<file path="src/rtl/cordic_div_pkg.sv">
// Shared types and constants for the CORDIC divider scheduler.
package cordic_div_pkg;

  localparam int ONE_Q       = 16384;
  localparam int HALF_Q      = 8192;
  localparam int LATENCY_DEF = 16;
  localparam int ID_MAX_W    = 3;

  // id is sized for the largest supported requester count (8)
  typedef struct packed {
    logic                valid;
    logic [ID_MAX_W-1:0] id;
    logic                err;
  } tag_t;

endpackage

</file>
<file path="src/rtl/cordic_div_scheduler_rr_arbiter.sv">
// Round-robin arbiter: combinational one-hot grant searched from a rotating
// pointer, suppressed by hold; the pointer advances past each winner.
module rr_arbiter #(
  parameter int NUM_REQ = 4,
  parameter int ID_W    = 2
) (
  input  logic               clk,
  input  logic               reset,
  input  logic [NUM_REQ-1:0] valid,
  input  logic               hold,
  output logic [NUM_REQ-1:0] grant,
  output logic [ID_W-1:0]    winner,
  output logic               fire
);

  logic [ID_W-1:0] ptr;
  logic            found;

  always_comb begin
    logic [ID_W-1:0] sel;
    found  = 1'b0;
    winner = '0;
    sel    = '0;
    for (int k = 0; k < NUM_REQ; k++) begin
      sel = ID_W'((int'(ptr) + k) % NUM_REQ);
      if (!found && valid[sel]) begin
        found  = 1'b1;
        winner = sel;
      end
    end
  end

  // grants are masked during reset so every output reads 0 while it is held
  assign fire = found & ~hold & ~reset;

  always_comb begin
    grant = '0;
    if (fire) grant[winner] = 1'b1;
  end

  always_ff @(posedge clk or posedge reset) begin
    if (reset)     ptr <= '0;
    else if (fire) ptr <= (int'(winner) == NUM_REQ - 1) ? '0 : winner + 1'b1;
  end

endmodule

</file>
<file path="src/rtl/cordic_div_scheduler.sv">
// Shares one pipelined linear CORDIC divider among NUM_REQ requesters and tracks
// in-flight ops with a tag pipeline. Optional range flag: CORDIC_DIV_RANGE_CHECK_EN.
module cordic_div_scheduler
  import cordic_div_pkg::*;
#(
  parameter int NUM_REQ = 4,
  parameter int DATA_W  = 16,
  parameter int LATENCY = LATENCY_DEF,
  parameter int ID_W    = 2
) (
  input  logic                      clk,
  input  logic                      reset,
  input  logic [NUM_REQ-1:0]        req_valid,
  output logic [NUM_REQ-1:0]        req_ready,
  input  logic [NUM_REQ*DATA_W-1:0] req_x,
  input  logic [NUM_REQ*DATA_W-1:0] req_y,
  input  logic [NUM_REQ*DATA_W-1:0] req_z,
  input  logic                      hold,
  output logic [DATA_W-1:0]         cordic_x,
  output logic [DATA_W-1:0]         cordic_y,
  output logic [DATA_W-1:0]         cordic_z,
  input  logic [DATA_W-1:0]         cordic_zo,
  output logic                      res_valid,
  output logic [ID_W-1:0]           res_id,
  output logic [DATA_W-1:0]         res_q,
  output logic                      res_err,
  output logic [4:0]                inflight,
  output logic                      idle
);

  logic [ID_W-1:0]   winner;
  logic              fire;
  logic              issue_err;
  logic [DATA_W-1:0] sel_x, sel_y, sel_z;
  tag_t              tags [LATENCY+1];
  logic              unused_tag;

  rr_arbiter #(.NUM_REQ(NUM_REQ), .ID_W(ID_W)) u_arb (
    .clk    (clk),
    .reset  (reset),
    .valid  (req_valid),
    .hold   (hold),
    .grant  (req_ready),
    .winner (winner),
    .fire   (fire)
  );

  assign sel_x = req_x[int'(winner)*DATA_W +: DATA_W];
  assign sel_y = req_y[int'(winner)*DATA_W +: DATA_W];
  assign sel_z = req_z[int'(winner)*DATA_W +: DATA_W];

`ifdef CORDIC_DIV_RANGE_CHECK_EN
  // one extra bit so |-32768| is representable
  logic [DATA_W:0]   mag_x, mag_y;
  logic [DATA_W+1:0] twice_x;
  always_comb begin
    mag_x     = sel_x[DATA_W-1] ? (~{1'b1, sel_x} + 1'b1) : {1'b0, sel_x};
    mag_y     = sel_y[DATA_W-1] ? (~{1'b1, sel_y} + 1'b1) : {1'b0, sel_y};
    twice_x   = {mag_x, 1'b0};
    issue_err = (sel_x == '0) || ({1'b0, mag_y} >= twice_x);
  end
`else
  assign issue_err = 1'b0;
`endif

  always_ff @(posedge clk or posedge reset) begin
    if (reset) begin
      cordic_x <= '0;
      cordic_y <= '0;
      cordic_z <= '0;
    end else if (fire) begin
      cordic_x <= sel_x;
      cordic_y <= sel_y;
      cordic_z <= sel_z;
    end
  end

  // the core has no valid, so the tag delay must equal its latency plus one
  always_ff @(posedge clk or posedge reset) begin
    if (reset) begin
      for (int i = 0; i <= LATENCY; i++) tags[i] <= '0;
    end else begin
      tags[0] <= '{valid: fire, id: ID_MAX_W'(winner), err: fire & issue_err};
      for (int i = 1; i <= LATENCY; i++) tags[i] <= tags[i-1];
    end
  end

  always_ff @(posedge clk or posedge reset) begin
    if (reset) begin
      res_valid <= 1'b0;
      res_id    <= '0;
      res_q     <= '0;
      inflight  <= '0;
    end else begin
      res_valid <= tags[LATENCY].valid;
      res_id    <= tags[LATENCY].id[ID_W-1:0];
      if (tags[LATENCY].valid) res_q <= cordic_zo;
      inflight  <= inflight + 5'(fire) - 5'(tags[LATENCY].valid);
    end
  end

`ifdef CORDIC_DIV_RANGE_CHECK_EN
  always_ff @(posedge clk or posedge reset) begin
    if (reset) res_err <= 1'b0;
    else       res_err <= tags[LATENCY].valid & tags[LATENCY].err;
  end
`else
  assign res_err = 1'b0;
`endif

  assign idle       = (inflight == 5'd0);
  assign unused_tag = ^{tags[LATENCY].id, tags[LATENCY].err};

endmodule
</file>
<file path="config.mk">
export PLATFORM = sky130hd
export DESIGN_NAME = cordic_div_scheduler
export DESIGN_NICKNAME = d
export VERILOG_FILES = /design/src/rtl/cordic_div_pkg.sv /design/src/rtl/cordic_div_scheduler_rr_arbiter.sv /design/src/rtl/cordic_div_scheduler.sv
export SDC_FILE = /design/constraint.sdc
export NUM_CORES = 1
export LEC_CHECK = 0
export ABC_CLOCK_PERIOD_IN_PS = 5300
export CAP_MARGIN = 10
export CORE_MARGIN = 4
export CORE_UTILIZATION = 41
export DETAILED_ROUTE_END_ITERATION = 10
export GPL_TIMING_DRIVEN = 0
export HOLD_SLACK_MARGIN = 0.03
export PLACE_DENSITY = 0.81
export SLEW_MARGIN = 20
export SYNTH_ARGS = -nofsm -noshare
export SYNTH_HDL_FRONTEND = slang
export SYNTH_SLANG_ARGS = --single-unit
</file>
<file path="constraint.sdc">
create_clock -name clk -period 5.3 [get_ports clk]
set_clock_uncertainty 0.05 [all_clocks]
set_input_delay 1.06 -clock clk [delete_from_list [all_inputs] [get_ports clk]]
set_output_delay 1.06 -clock clk [all_outputs]
set_load 0.1 [all_outputs]
</file>
# [Yosys cells after proc, flatten, opt, wreduce, memory -nomap -nowiden]
# Index checks and enable logic that the tools add are counted.
[word_totals] regBits=125 latchBits=0 ramBits=0 mem_bits_ro=0 in_bits=215 memories=0
[classes] add_sub_neg=6 multipliers=0 div_mod_pow=0 magnitude_cmp=6 eq_ne=1 n_shift=3 muxes=20 n_bitwise=4 n_reduce_logical=8
[ops] cell="$shiftx A64 B7 Y16" count=3
[ops] cell="$lt A2 B3 Y1 const B" count=5
[ops] cell="$mux W2" count=5
[ops] cell="$mux W1" count=9
[ops] cell="$bmux W1 S2" count=4
[ops] cell="$add A5 B1 Y5" count=1
[ops] cell="$logic_not A5 Y1" count=1
[ops] cell="$sub A5 B1 Y5" count=1
[ops] cell="$add A2 B1 Y2 const B" count=2
[ops] cell="$add A2 B2 Y2 const B" count=2
[ops] cell="$logic_and A1 B1 Y1" count=4
[ops] cell="$mux W4" count=1
[ops] cell="$logic_not A1 Y1" count=3
[ops] cell="$and A1 B1 Y1" count=2
[ops] cell="$demux W1 S2" count=1
[ops] cell="$eq A2 B1 Y1 const B" count=1
[ops] cell="$ge A2 B1 Y1 const B" count=1
[ops] cell="$not A1 Y1" count=2

# [Depth between registers and ports, before layout]
[logic_depth] ltp_word=17 mapped_depth=12

# [Modules after synthesis]
# Synthesis repeated with hierarchy kept, for this count alone.
[unflattened] hier_cells=416 hier_area_um2=5569.1
[modules_own_cells] mod="cordic_div_scheduler" instances=1 cells_each=386 area_per_inst_um2=5268.8
[modules_own_cells] mod="rr_arbiter" instances=1 cells_each=30 area_per_inst_um2=300.3

# [Worst setup path after synthesis]
# No wires, ideal clock.
[synth_path] path_type="reg-to-output" from="register inflight[3]" to="output port idle" t_arrival_ns=4.158 setup_slack_ns=0.032 stages_incl_launch_ff=4 path_cell_list="dfrtp_1 -> inv_1 -> ha_1 -> nor4b_1"
[synth_via] elab_chain_cells=1
[synth_lines] item="start, declared" line="cordic_div_scheduler.sv:27" source="output logic [4:0] inflight,"
[synth_lines] item="start signal, assigned" line="cordic_div_scheduler.sv:98" source="inflight <= inflight + 5'(fire) - 5'(tags[LATENCY].valid);"
[synth_lines] item="$logic_not A5 Y1" line="cordic_div_scheduler.sv:111" source="assign idle = (inflight == 5'd0);"
[synth_lines] item="end, declared" line="cordic_div_scheduler.sv:28" source="output logic idle"
# Every way passes these cells.

# [Worst setup path after layout]
[layout_path] from="input port req_valid[3]" to="output port req_ready[0]"
[layout_via] elab_chain_cells=17 elab_cells_between_ends=30 classes_between="2 x order compare; 19 x mux; 2 x bitwise; 7 x reduce/logical"
[layout_lines] item="start, declared" line="cordic_div_scheduler.sv:13" source="input logic [NUM_REQ-1:0] req_valid,"
[layout_lines] item="$bmux W1 S2" line="cordic_div_scheduler_rr_arbiter.sv:26" source="if (!found && valid[sel]) begin"
[layout_lines] item="$mux W1 (not written as such)" line="cordic_div_scheduler_rr_arbiter.sv:26"
[layout_lines] item="$mux W1" line="cordic_div_scheduler_rr_arbiter.sv:26"
[layout_lines] item="$logic_not A1 Y1" line="cordic_div_scheduler_rr_arbiter.sv:26"
[layout_lines] item="$logic_and A1 B1 Y1" line="cordic_div_scheduler_rr_arbiter.sv:26"
[layout_lines] item="$mux W1" line="cordic_div_scheduler_rr_arbiter.sv:26"
[layout_lines] item="$logic_not A1 Y1" line="cordic_div_scheduler_rr_arbiter.sv:26"
[layout_lines] item="$logic_and A1 B1 Y1" line="cordic_div_scheduler_rr_arbiter.sv:26"
[layout_lines] item="[... 2 more ...]"
[layout_lines] item="$logic_and A1 B1 Y1" line="cordic_div_scheduler_rr_arbiter.sv:26"
[layout_lines] item="$mux W2 *" line="cordic_div_scheduler_rr_arbiter.sv:26"
[layout_lines] item="net u_arb.winner[1]" line="cordic_div_scheduler_rr_arbiter.sv:12" source="output logic [ID_W-1:0] winner,"
[layout_lines] item="$lt A2 B3 Y1 (not written as such) / $ge A2 B1 Y1 (equally long branches)" line="cordic_div_scheduler_rr_arbiter.sv:38" source="if (fire) grant[winner] = 1'b1;"
[layout_lines] item="$logic_and A1 B1 Y1 (not written as such)" line="cordic_div_scheduler_rr_arbiter.sv:38"
[layout_lines] item="$mux W1 (not written as such)" line="cordic_div_scheduler_rr_arbiter.sv:38"
[layout_lines] item="$demux W1 S2 *"
[layout_lines] item="$mux W4 *" line="cordic_div_scheduler_rr_arbiter.sv:38"
[layout_lines] item="end, declared" line="cordic_div_scheduler.sv:14" source="output logic [NUM_REQ-1:0] req_ready,"
# Mark *: on every way through the listed nets, which the timed path passes. The rest lies on a longest branch. The select of a mux whose other input is x is not followed.

==> reports/qor.yml <==
run_status:
  status: "completed"
sta:
  max_slew_margin: 0.2780
  fin_crit_sh: 0.9278
  hold_violations: 0
  worst_slack_ps: 382.9
  rsz0062_at_grt: "no"
  maxSlewViolCount: 0
  worst_pin_slew_ps: 1080
  setup_viol: 0
  final.min_clock_period_ps: 4917
  fmax_mhz: 203.4
global_routing:
  grt-ovfl-total: 0
  grt_pass1_vias: 6134
  grt_pass1_wl_mm: 32.57
  grtUsageTotal: 0.2528
  grt_max_degree: 66
  antenna_found_initial: 0
die:
  fp.dieW_um: 129.9
  die_height_um: 129.9
  fp.coreArea_um2: 14530
  rows: 44
  io_pins: 293
  die_area_um2: 16870
  start_util: 0.4192
critical_path:
  cp_data_required_time_ps: 4190
  crit_fanout: 5
  worstPathArrival_ps: 3810
  startpoint_type: "primary input"
  startpoint: "req_valid[3]"
  crit_type: "in -> out"
  r2r_start: "u_arb.ptr[1]"
  crit_path_end_kind: "output port"
power:
  p_per_area_nw_per_um2: 617.7
  ir_drop_uv: 343.5
  pwr-share-comb: 0.552
  p_switching_uw: 2993
  total_power_uw: 6136
  pwr-share-seq: 0.238
  clkPwrFrac: 0.211
  switching_share: 0.4878
  leakage_uw: 0.004258
  cell_internal_pwr_uw: 3143
synthesis:
  synth_top_area_frac: 0.5135
  synth_top_area_cell: "dfrtp_1"
  synth_cells: 496
  netlist_area_um2: 6092
  ys_seq_area_frac: 0.5135
  synthTopCellsByArea: "dfrtp_1 (51%), mux2_4 (12%), a221o_1 (7.9%)"
  post_synth.cell_area_avg_um2: 12.28
  yosys_warnings: 0
  ys_types: 37
  yosys_register_bits: 125
  syn_nets: 722
detailed_routing:
  wl_per_cell_um: 21.99
  post-route-drc-count: 0
  wl_mm: 22.08
  firstDrtPassIters: 5
  drt-initial-drc-count: 388
  ant_nets: 0
  vias: 5654
  viasPerCell: 5.631
placed_design:
  place.gp.congestion: 0.9213
  hpwl_mm: 16.78
  place_ws_ps: 104.4
  io_buffers: 291
  placed_cell_area_um2: 9268
  dp.cells: 972
hold_path:
  min-delay-start: "tags[32]"
  hp-class: "reg -> reg"
finish:
  fillers: 1088
  synthToLayoutAreaGrowth_pct: 63.05
  fin_area_um2: 9933
  final_layout_size_suffix_gt1_frac: 0.1415
  multi_input_area_um2: 2664
  seqCellArea_um2: 3128
  finalNonFillerCells: 1004
  fin_nets: 1033
  antenna_cells: 0
clock_network:
  cts_buffers: 17
  cts_max_level: 4
  clockBufferDepth: 2
  cts_num_sinks: 125
  cts_root_buf: "clkbuf_16"
  cts_tree: "done"
  cts.reportedPaths.clkPinSlew_ps: 60
  clk_latency_ps: 410
job:
  cap_violations: 0
-- cell families after synthesis --
kind of cell / after synthesis / synth area share
compound gates: 156 / 0.1904
xor+xnor: 4 / 0.005752
fa+ha+maj: 11 / 0.02382
buf+inv: 64 / 0.04929
flops: 125 / 0.5135
mux: 64 / 0.1473
other cells: 1 / 0.0006156
simple gates: 71 / 0.06942
-- cells in the mapped netlist --
cell type	number
a211o_1	1
a211oi_1	1
a21boi_1	1
a21o_1	2
a21oi_1	50
a221o_1	48
and2_1	4
buf_1	6
buf_2	9
buf_4	3
buf_6	5
clkbuf_1	32
conb_1	1
dfrtp_1	125
fa_1	1
ha_1	10
inv_1	8
inv_2	1
mux2_1	1
mux2_2	16
mux2_4	47
nand2_1	3
nand2b_1	2
nand3_2	1
nand4_1	48
nor2_1	8
nor2b_1	1
nor3_1	1
nor3b_1	1
nor4b_1	1
o21a_1	1
o21ai_0	1
o21ai_1	2
o31ai_1	49
or2_0	1
xnor2_1	2
xor2_1	2
-- path summary, 6_finish.rpt --
| check | to | slack (ps) | depth (start not counted) |
|---|---|---|---|
| min | tags[27] | 300 | 0 |
| max in group asynchronous | res_q[8] | 3380 | 3 |
| min reg2reg | tags[27] | 300 | 0 |
| min in group asynchronous | u_arb.ptr[1] | 1120 | 2 |
| max reg2reg | cordic_z[1] | 2850 | 8 |
| max | req_ready[0] | 380 | 8 |
-- critical path, cell delays in order --
cell	delay, ps
clkdlybuf4s50_1	480
nand2b_1	180
a211oi_1	370
nor2_1	180
inv_1	130
ha_1	150
and2_1	120
clkdlybuf4s50_1	1130
-- cell usage in the layout (no fill, tap or decap), drive strengths merged, types with 3 or more instances in the layout --
cell type | netlist | final
clkdlybuf4s50 | 0 | 289
mux2 | 64 | 64
o21ai | 3 | 3
nand2 | 3 | 3
a21oi | 50 | 50
buf | 23 | 24
clkinv | 0 | 5
inv | 9 | 13
and2 | 4 | 4
dfrtp | 125 | 125
a221o | 48 | 48
o31ai | 49 | 49
nor2 | 8 | 8
clkbuf | 32 | 49
bufinv | 0 | 5
ha | 10 | 10
nand4 | 48 | 48
-- layout make-up --
cell class,instances,share of cell area
Timing Repair Buffer,292,0.2965
Buffer,55,0.02683
Sequential cell,125,0.3149
Clock buffer,17,0.04283
Tap cell,184,0.02318
Inverter,9,0.003905
Clock inverter,15,0.02368
Multi-Input combinational cell,307,0.2682
-- flip-flops by register name, summed over array words and instances (netlist names) --
signal and flops:
tags 51, cordic_x 16, cordic_y 16, cordic_z 16
res_q 16, inflight 5, res_id 2, u_arb.ptr 2
res_valid 1
-- metrics by stage --
stage          hold slack (ps)  TNS (ps)  utilization
2_1_floorplan            281.2         0            -
3_3_place_gp             283.1    -83010       0.6354
3_5_place_dp             285.6         0       0.6377
4_1_cts                  295.9         0       0.6831
5_1_grt                  297.3         0       0.6835
6_report                 295.2         0       0.6835
-- power by group through the flow --
stage	sequential (uW)	combinational [uW]	clock [uW]
6_report	1460	3380	1290
5_1_grt	1490	3520	1360
2_1_floorplan	2950	935	0
3_3_place_gp	1450	3320	0
3_5_place_dp	1460	3370	0
4_1_cts	1460	3390	1310
-- repair_timing --
| action | CTS | global route |
|---|---|---|
| setup endpoints to repair | 0 | 2 |
| gates resized for setup | 0 | 2 |
| buffers inserted | 0 | 0 |
| hold buffers | 0 | 0 |
-- layer usage --
layer  track usage  up-vias  share of wire  wire length (um)
met1        0.2980     2704           0.38              8441
li1              -     2555              -                 -
met4        0.1051        0          0.035               774
met3       0.07245       46          0.096              2116
met2        0.4340      349           0.49             10740
met5             0        -              0                 0
Power figures use the tool's default switching activity.
